### src/rtl/seg7_pkg.sv
`default_nettype none
// ============================================================================
// Module   : seg7_pkg
// Purpose  : Shared definitions for the multiplexed 7-segment scan controller:
//            register map, CTRL field positions, segment encoding table,
//            register reset values and the per-slot snapshot record.
// Revision : 1.0 - initial release
// ============================================================================
package seg7_pkg;

  // Register map (2-bit word address)
  typedef enum logic [1:0] {
    REG_DATA = 2'd0,
    REG_DP   = 2'd1,
    REG_CTRL = 2'd2,
    REG_RSVD = 2'd3
  } reg_addr_e;

  // CTRL field positions
  localparam int c_CTRL_EN_BIT     = 0;
  localparam int c_CTRL_LZB_BIT    = 1;
  localparam int c_CTRL_BRIGHT_LSB = 4;

  // Active-high {g,f,e,d,c,b,a} pattern for hex digits 0..F, entry [n] = digit n
  localparam logic [15:0][6:0] c_SEG_LUT = {
    7'h71, 7'h79, 7'h5E, 7'h39, 7'h7C, 7'h77, 7'h6F, 7'h7F,
    7'h07, 7'h7D, 7'h6D, 7'h66, 7'h4F, 7'h5B, 7'h06, 7'h3F
  };

  // Register reset values
  localparam logic [31:0] c_RST_DATA   = 32'h0000_0000;
  localparam logic [7:0]  c_RST_DP     = 8'h00;
  localparam logic        c_RST_EN     = 1'b1;
  localparam logic        c_RST_LZB    = 1'b0;
  localparam logic [3:0]  c_RST_BRIGHT = 4'hF;

  // Everything needed to drive one digit slot, frozen at the slot start
  typedef struct packed {
    logic       en;
    logic       blank;   // segments a..g suppressed (leading zero)
    logic       dp;
    logic [3:0] bright;
    logic [3:0] nibble;
  } slot_snap_t;

  localparam slot_snap_t c_RST_SNAP = '{
    en:     c_RST_EN,
    blank:  1'b0,
    dp:     1'b0,
    bright: c_RST_BRIGHT,
    nibble: 4'h0
  };

endpackage
`default_nettype wire

### src/rtl/hex_to_7seg.sv
`default_nettype none
// ============================================================================
// Module   : hex_to_7seg
// Purpose  : Combinational hex nibble to 7-segment decoder, active-high
//            output (bit 0 = segment a ... bit 6 = segment g).
// Ports    : hex  in  4  nibble to display
//            seg  out 7  segment pattern {g..a}, 1 = segment lit
// Revision : 1.0 - initial release
// ============================================================================
module hex_to_7seg
  import seg7_pkg::*;
(
  input  logic [3:0] hex,
  output logic [6:0] seg
);

  assign seg = c_SEG_LUT[hex];

endmodule
`default_nettype wire

### src/rtl/seg7_scan_ctrl.sv
`default_nettype none
// ============================================================================
// Module   : seg7_scan_ctrl
// Purpose  : Bus-writable multiplexed 7-segment display controller with
//            programmable digit count, scan rate, inter-digit blanking,
//            16-level brightness PWM, decimal points and leading-zero blanking.
// Ports    : clk       in  1           system clock
//            reset_n   in  1           asynchronous active-low reset
//            wr_en     in  1           register write strobe
//            wr_addr   in  2           write register address
//            wr_data   in  32          write data
//            rd_addr   in  2           read register address
//            rd_data   out 32          read data, one cycle after rd_addr
//            seg_data  out 8           {dp, g..a}
//            seg_com   out NUM_DIGITS  digit select, bit 0 = rightmost digit
// Revision : 1.0 - initial release
// ============================================================================
module seg7_scan_ctrl
  import seg7_pkg::*;
#(
  parameter int NUM_DIGITS     = 6,
  parameter int CLK_HZ         = 125000000,
  parameter int SCAN_HZ        = 1000,
  parameter int BLANK_CYC      = 1250,
  parameter bit SEG_ACTIVE_LOW = 1'b1,
  parameter bit COM_ACTIVE_LOW = 1'b1
) (
  input  logic                  clk,
  input  logic                  reset_n,
  input  logic                  wr_en,
  input  logic [1:0]            wr_addr,
  input  logic [31:0]           wr_data,
  input  logic [1:0]            rd_addr,
  output logic [31:0]           rd_data,
  output logic [7:0]            seg_data,
  output logic [NUM_DIGITS-1:0] seg_com
);

  localparam int c_SLOT_CYC = CLK_HZ / SCAN_HZ;
  localparam int c_STEP     = (c_SLOT_CYC - BLANK_CYC) / 16;
  localparam int c_CNT_W    = $clog2(c_SLOT_CYC);
  localparam int c_IDX_W    = (NUM_DIGITS > 1) ? $clog2(NUM_DIGITS) : 1;
  localparam int c_DATA_W   = 4 * NUM_DIGITS;

  localparam logic [c_CNT_W-1:0]    c_CNT_MAX = c_CNT_W'(c_SLOT_CYC - 1);
  localparam logic [c_IDX_W-1:0]    c_IDX_MAX = c_IDX_W'(NUM_DIGITS - 1);
  localparam logic [31:0]           c_BLANK   = 32'(BLANK_CYC);
  localparam logic [31:0]           c_STEP32  = 32'(c_STEP);
  localparam logic [7:0]            c_SEG_OFF = SEG_ACTIVE_LOW ? 8'hFF : 8'h00;
  localparam logic [NUM_DIGITS-1:0] c_COM_OFF = COM_ACTIVE_LOW ? '1 : '0;

  // --------------------------------------------------------------------------
  // Registers
  // --------------------------------------------------------------------------
  logic [c_DATA_W-1:0]   r_data;
  logic [NUM_DIGITS-1:0] r_dp;
  logic                  r_en;
  logic                  r_lzb;
  logic [3:0]            r_bright;
  logic [31:0]           r_rd_data;
  logic [31:0]           w_rd_mux;

  // Bits of wr_data above the implemented register width are intentionally dropped
  logic w_unused_wr;
  assign w_unused_wr = &{1'b0, wr_data};

  always_ff @(posedge clk or negedge reset_n) begin
    if (!reset_n) begin
      r_data   <= c_RST_DATA[c_DATA_W-1:0];
      r_dp     <= c_RST_DP[NUM_DIGITS-1:0];
      r_en     <= c_RST_EN;
      r_lzb    <= c_RST_LZB;
      r_bright <= c_RST_BRIGHT;
    end else if (wr_en) begin
      case (wr_addr)
        REG_DATA: r_data <= wr_data[c_DATA_W-1:0];
        REG_DP:   r_dp   <= wr_data[NUM_DIGITS-1:0];
        REG_CTRL: begin
          r_en     <= wr_data[c_CTRL_EN_BIT];
          r_lzb    <= wr_data[c_CTRL_LZB_BIT];
          r_bright <= wr_data[c_CTRL_BRIGHT_LSB +: 4];
        end
        default: ;
      endcase
    end
  end

  always_comb begin
    w_rd_mux = '0;
    case (rd_addr)
      REG_DATA: w_rd_mux[c_DATA_W-1:0]   = r_data;
      REG_DP:   w_rd_mux[NUM_DIGITS-1:0] = r_dp;
      REG_CTRL: begin
        w_rd_mux[c_CTRL_EN_BIT]            = r_en;
        w_rd_mux[c_CTRL_LZB_BIT]           = r_lzb;
        w_rd_mux[c_CTRL_BRIGHT_LSB +: 4]   = r_bright;
      end
      default: ;
    endcase
  end

  always_ff @(posedge clk or negedge reset_n) begin
    if (!reset_n) r_rd_data <= '0;
    else          r_rd_data <= w_rd_mux;
  end

  assign rd_data = r_rd_data;

  // --------------------------------------------------------------------------
  // Scan counters
  // --------------------------------------------------------------------------
  logic [c_CNT_W-1:0] r_slot_cnt;
  logic [c_IDX_W-1:0] r_digit_idx;

  always_ff @(posedge clk or negedge reset_n) begin
    if (!reset_n) begin
      r_slot_cnt  <= '0;
      r_digit_idx <= '0;
    end else if (r_slot_cnt == c_CNT_MAX) begin
      r_slot_cnt  <= '0;
      r_digit_idx <= (r_digit_idx == c_IDX_MAX) ? '0 : r_digit_idx + 1'b1;
    end else begin
      r_slot_cnt  <= r_slot_cnt + 1'b1;
    end
  end

  // --------------------------------------------------------------------------
  // Leading-zero detection: bit i set when nibbles i..NUM_DIGITS-1 are all
  // zero. Bit 0 stays clear so the rightmost digit always shows.
  // --------------------------------------------------------------------------
  logic [NUM_DIGITS-1:0] w_lz_blank;

  always_comb begin
    logic w_all_zero;
    w_lz_blank = '0;
    w_all_zero = 1'b1;
    for (int i = NUM_DIGITS - 1; i >= 1; i--) begin
      w_all_zero    = w_all_zero && (r_data[4*i +: 4] == 4'd0);
      w_lz_blank[i] = w_all_zero;
    end
  end

  // --------------------------------------------------------------------------
  // Per-slot snapshot. It is captured while slot_cnt==0, so a write landing
  // in that same cycle only affects the following slot. During slot_cnt==0
  // itself the live values are used directly so the slot never starts from
  // the previous digit's data.
  // --------------------------------------------------------------------------
  slot_snap_t w_live;
  slot_snap_t r_snap;
  slot_snap_t w_cur;
  logic       w_slot_start;

  assign w_slot_start = (r_slot_cnt == '0);

  always_comb begin
    w_live        = c_RST_SNAP;
    w_live.en     = r_en;
    w_live.blank  = r_lzb & w_lz_blank[r_digit_idx];
    w_live.dp     = r_dp[r_digit_idx];
    w_live.bright = r_bright;
    w_live.nibble = r_data[{r_digit_idx, 2'b00} +: 4];
  end

  always_ff @(posedge clk or negedge reset_n) begin
    if (!reset_n)          r_snap <= c_RST_SNAP;
    else if (w_slot_start) r_snap <= w_live;
  end

  assign w_cur = w_slot_start ? w_live : r_snap;

  // --------------------------------------------------------------------------
  // PWM window: lit from BLANK_CYC for STEP*(bright+1) cycles of the slot
  // --------------------------------------------------------------------------
  logic [31:0] w_slot32;
  logic [31:0] w_on_end;
  logic        w_on;

  assign w_slot32 = 32'(r_slot_cnt);
  assign w_on_end = c_BLANK + c_STEP32 * (32'(w_cur.bright) + 32'd1);
  assign w_on     = w_cur.en && (w_slot32 >= c_BLANK) && (w_slot32 < w_on_end);

  // --------------------------------------------------------------------------
  // Output drive (registered, one cycle behind the counters)
  // --------------------------------------------------------------------------
  logic [6:0]            w_seg_hex;
  logic [7:0]            w_seg_lit;
  logic [NUM_DIGITS-1:0] w_com_lit;
  logic [7:0]            r_seg_data;
  logic [NUM_DIGITS-1:0] r_seg_com;

  hex_to_7seg u_hex_to_7seg (
    .hex (w_cur.nibble),
    .seg (w_seg_hex)
  );

  // A blanked digit keeps its decimal point
  assign w_seg_lit = {w_cur.dp, (w_cur.blank ? 7'd0 : w_seg_hex)};
  assign w_com_lit = NUM_DIGITS'(1) << r_digit_idx;

  always_ff @(posedge clk or negedge reset_n) begin
    if (!reset_n) begin
      r_seg_data <= c_SEG_OFF;
      r_seg_com  <= c_COM_OFF;
    end else if (w_on) begin
      r_seg_data <= SEG_ACTIVE_LOW ? ~w_seg_lit : w_seg_lit;
      r_seg_com  <= COM_ACTIVE_LOW ? ~w_com_lit : w_com_lit;
    end else begin
      r_seg_data <= c_SEG_OFF;
      r_seg_com  <= c_COM_OFF;
    end
  end

  assign seg_data = r_seg_data;
  assign seg_com  = r_seg_com;

endmodule
`default_nettype wire
### config.mk
export PLATFORM = sky130hd
export DESIGN_NAME = seg7_scan_ctrl
export DESIGN_NICKNAME = d
export VERILOG_FILES = /design/src/rtl/seg7_pkg.sv /design/src/rtl/hex_to_7seg.sv /design/src/rtl/seg7_scan_ctrl.sv
export SDC_FILE = /design/constraint.sdc
export NUM_CORES = 1
export LEC_CHECK = 0
export ABC_AREA = 1
export CAP_MARGIN = 10
export CORE_MARGIN = 2
export CORE_UTILIZATION = 32
export DETAILED_ROUTE_END_ITERATION = 7
export MAX_ROUTING_LAYER = met4
export PLACE_DENSITY = 0.61
export SYNTH_ARGS = -nofsm -noshare
export SYNTH_HDL_FRONTEND = slang
export SYNTH_SLANG_ARGS = --single-unit
### constraint.sdc
create_clock -name clk -period 6.18 [get_ports clk]
set_clock_uncertainty 0.15 [all_clocks]
set_input_delay 0.618 -clock clk [delete_from_list [all_inputs] [get_ports clk]]
set_output_delay 0.618 -clock clk [all_outputs]
set_load 0.03 [all_outputs]
==> results.md <==
* Status: finished, final reports clean
* Critical Path RT at 6.28 ns
* Cells after synthesis at 809
* Largest net degree at the start of global routing at 66
* Vias in the first global route at between 5,000 and 6,000
* Dpl hpwl at approximately 12,000 um
* Fin Hold WS at ~0.092 ns
* Drt total wl at 15,600 um
* Row count at 52
* Grt total ovfl at 0
* Layout cell share with drive strength beyond 1 at ~14%
* Gr usage total at 14.9%
* CTS tree: built
* Synth Warn # at 0
* I/O pin count at 85
* Critical Path Max Stage Delay at 0.61 ns
* P&R area growth vs syn at 25.3%
* DRC at 0
* Starting Density at between 30% and 40%
* Initial antenna violation count at 0
* Num CTS Buffers at 9
* CP max FO at 7
* Vias at 5,438
* Final worst path period share at 93.7%
* Relative slew slack at 46.2%
* Root buffer cell: clkbuf_16
* Die Area at around 0.022 sq mm
* Most numerous cell on the critical path: nand2_1
* Power Density at 205 mW/mm^2
* RD Place Congestion at 0.838
* CP Class: flop to flop
* Bufs and invs on worst path at 7
* Yosys top cell area share at between 30% and 40%
* Maximum clock frequency at ~0.17 GHz
* Worst slew pin tran at around 0.81 ns
* Fill cell count at 2,006
* Layout Cells excl Fill at 1,190
* Reg2reg path depth at 35
* Synthesized area per cell at 8.15 sq um
* Synth Flop Type: dfrtp_1
* CORE AREA at 0.0202 sq mm
* Max-slew violation count at 0
* Maximum vdd drop at 0.135 mV
* H-tree depth at 3
* Hold crit path type: primary input to asynchronous set/reset pin
* Worst Path Arrival at about 6 ns
* Synth Cell Area at 0.00659 sq mm
* FF-to-FF setup slack at approximately 0.39 ns
* Dpl cells at approximately 1,200
* Die height at between 100 and 150 um
* Static Leak at 4.16 nW
* Reg-to-reg startpoint: r_slot_cnt[0]$_DFF_PN0_
* Critical path launch point type: flop
* Die width at between 100 and 150 um
* Minimum clock period at 5.79 ns
* CP endpoint kind: flop
* WL per Instance at approximately 13 um
* Yosys reg bits at approximately 110
* Final Hold Vio Count at 0
* Number of enable flip-flop cells after synthesis at 0
* First-pass GRT wire length at 25,900 um
* Number of max-cap violations at 0
* Port Buffers at 68
* DRT antenna net count at 0
* Final TNS setup at 0 ns
* Dpl ws at -0.0867 ns
* Vias/cell at 4.57
* Layout Nets at 1,022
* Distinct cells, synth at 52
* Worst-Skew Late Latency at 0.34 ns
* Maximum clock path buffer count at 2
* Worst-path clk slew at 0.07 ns
* Iter 0 DRT Violations at 246
* Final setup violation count at 0
* DR pass1 iterations at 7
* Dominant cells by area after synthesis: dfrtp_1 (31%), ha_1 (12%), dfstp_2 (9.6%)
* Reg2reg end: seg_com[2]$_DFF_PN1_
* Area leader, netlist: dfrtp_1
* Top Family by Delay on Critical Path: adder cells
* Sink count of the clock tree at 105
* Seq/Total Area, Yosys at 40.3%
* Ant. Diodes at 0
* Asr flop ratio synth at 100%
* CP max stage cell: fa_2
* Setup ws final at 0.388 ns
## registers in the layout, indices dropped and copies added (netlist names), 4 cells and up
name / cells
r_dp: 6
r_snap: 11
rd_data: 24
r_data: 24
seg_data: 8
r_slot_cnt: 17
r_bright: 4
seg_com: 6
## worst reg2reg max path, delay by kind of cell (launching register included)
family                     cells  cell delay [ns]
AOI/OAI and AO/OA              4             0.58
buffers and inverters          7             0.63
adders and majority gates      7             2.18
xor gates and xnor gates       2             0.34
DFF                            1             0.42
and+or+nand+nor               15             1.40
## logic make-up after synthesis
family / count (synthesis) / synth area share [%]
DFF: 105 / 40.3
adders and majority gates: 68 / 13.6
other: 1 / 0.0569
xor gates and xnor gates: 30 / 4.10
AOI/OAI and AO/OA: 118 / 10.2
and+or+nand+nor: 332 / 22.0
buffers and inverters: 155 / 9.74
## cell usage after synthesis (2+ instances only)
master and number:
a211oi_1 2, a21oi_1 40, a21oi_2 2, a22oi_1 3, and2_1 2, buf_4 9, buf_6 3, clkbuf_1 8
clkinv_1 2, dfrtp_1 81, dfstp_2 24, fa_1 6, ha_1 62, inv_1 130, nand2_1 150, nand2_2 4
nand3_1 44, nand4_1 11, nor2_1 84, nor2_2 5, nor2_4 2, nor3_1 17, nor3_2 3, nor4_1 4
o211ai_1 2, o21ai_0 46, o21ai_2 2, o221ai_1 2, o22ai_1 8, o31ai_1 2, xnor2_1 10, xor2_1 19
## placed cells by master (no fill, tap or decap), drive strengths merged, types with 2 or more instances in the layout
| cell type | netlist | routed |
|---|---|---|
| a22oi | 3 | 3 |
| nor4 | 4 | 4 |
| nor2 | 91 | 91 |
| conb | 1 | 8 |
| nand3b | 2 | 2 |
| clkinv | 2 | 4 |
| nor3 | 20 | 20 |
| clkbuf | 8 | 12 |
| dfrtp | 81 | 81 |
| clkdlybuf4s50 | 0 | 67 |
| dfstp | 24 | 24 |
| nand4 | 11 | 11 |
| nand2 | 155 | 156 |
| o21ai | 49 | 49 |
| a21oi | 42 | 42 |
| o211ai | 2 | 2 |
| ha | 62 | 62 |
| a211oi | 2 | 2 |
| fa | 6 | 6 |
| xor2 | 20 | 20 |
| inv | 131 | 132 |
| xnor2 | 10 | 10 |
| and2 | 2 | 2 |
| o31ai | 2 | 2 |
| nand3 | 45 | 45 |
| buf | 14 | 42 |
| o22ai | 8 | 8 |
| o221ai | 2 | 2 |
## final cells by class
cell class                 instances  area, sq um  area share, %
clock buffer                      12          236           2.86
clock inverter                     4         52.6          0.636
inverter                         133          502           6.07
multi-input combinational        557         3480           42.1
sequential                       105         2660           32.2
tap                              270          338           4.09
timing repair buffer             109          993           12.0
## through the flow
step	total power, mW	utilization (%)	area (sq um)
2_1_floorplan	0.995	-	6620
3_5_place_dp	1.13	38.5	7790
3_3_place_gp	1.12	38.5	7790
4_1_cts	1.70	39.9	8080
6_report	1.69	40.8	8260
5_1_grt	1.78	40.8	8260
## worst max path at each step
stage	from	to	slack (ns)	cells past startpoint
2_1_floorplan	r_slot_cnt[1]$_DFF_PN0_	seg_com[2]$_DFF_PN1_	0.09	40
3_3_place_gp	r_slot_cnt[0]$_DFF_PN0_	seg_data[7]$_DFF_PN1_	0.01	40
3_5_place_dp	r_slot_cnt[0]$_DFF_PN0_	seg_data[7]$_DFF_PN1_	-0.09	38
4_1_cts	r_slot_cnt[0]$_DFF_PN0_	seg_data[7]$_DFF_PN1_	0.03	38
5_1_grt	r_slot_cnt[0]$_DFF_PN0_	seg_data[4]$_DFF_PN1_	-0.007	35
6_report	r_slot_cnt[0]$_DFF_PN0_	seg_com[2]$_DFF_PN1_	0.39	35
## where the power goes
part	leakage, nW	switching [mW]	total [mW]	internal, mW
Clock	0.141	0.253	0.570	0.317
Combinational	2.74	0.206	0.347	0.140
Sequential	1.28	0.0321	0.777	0.745
Total	4.16	0.492	1.69	1.20
## metal layers
layer  track usage, %  vias to the layer above  wire length, um
li1                 -                     2809                -
met3             1.51                       12              421
met1             20.9                     2531             7700
met5                -                        -                0
met4             3.46                        0              148
met2             23.5                       86             7290
## timing repair
| item | CTS | global route |
|---|---|---|
| cloned | 0 | 1 |
| setup buffers | 0 | 2 |
| hold buffers | 0 | 0 |
| endpoints found under the hold margin | 0 | 0 |
| pin swaps | 0 | 10 |
| resized for setup | 1 | 34 |
| setup endpoints to repair | 14 | 14 |
No activity file was read; power rests on OpenSTA's default activity.
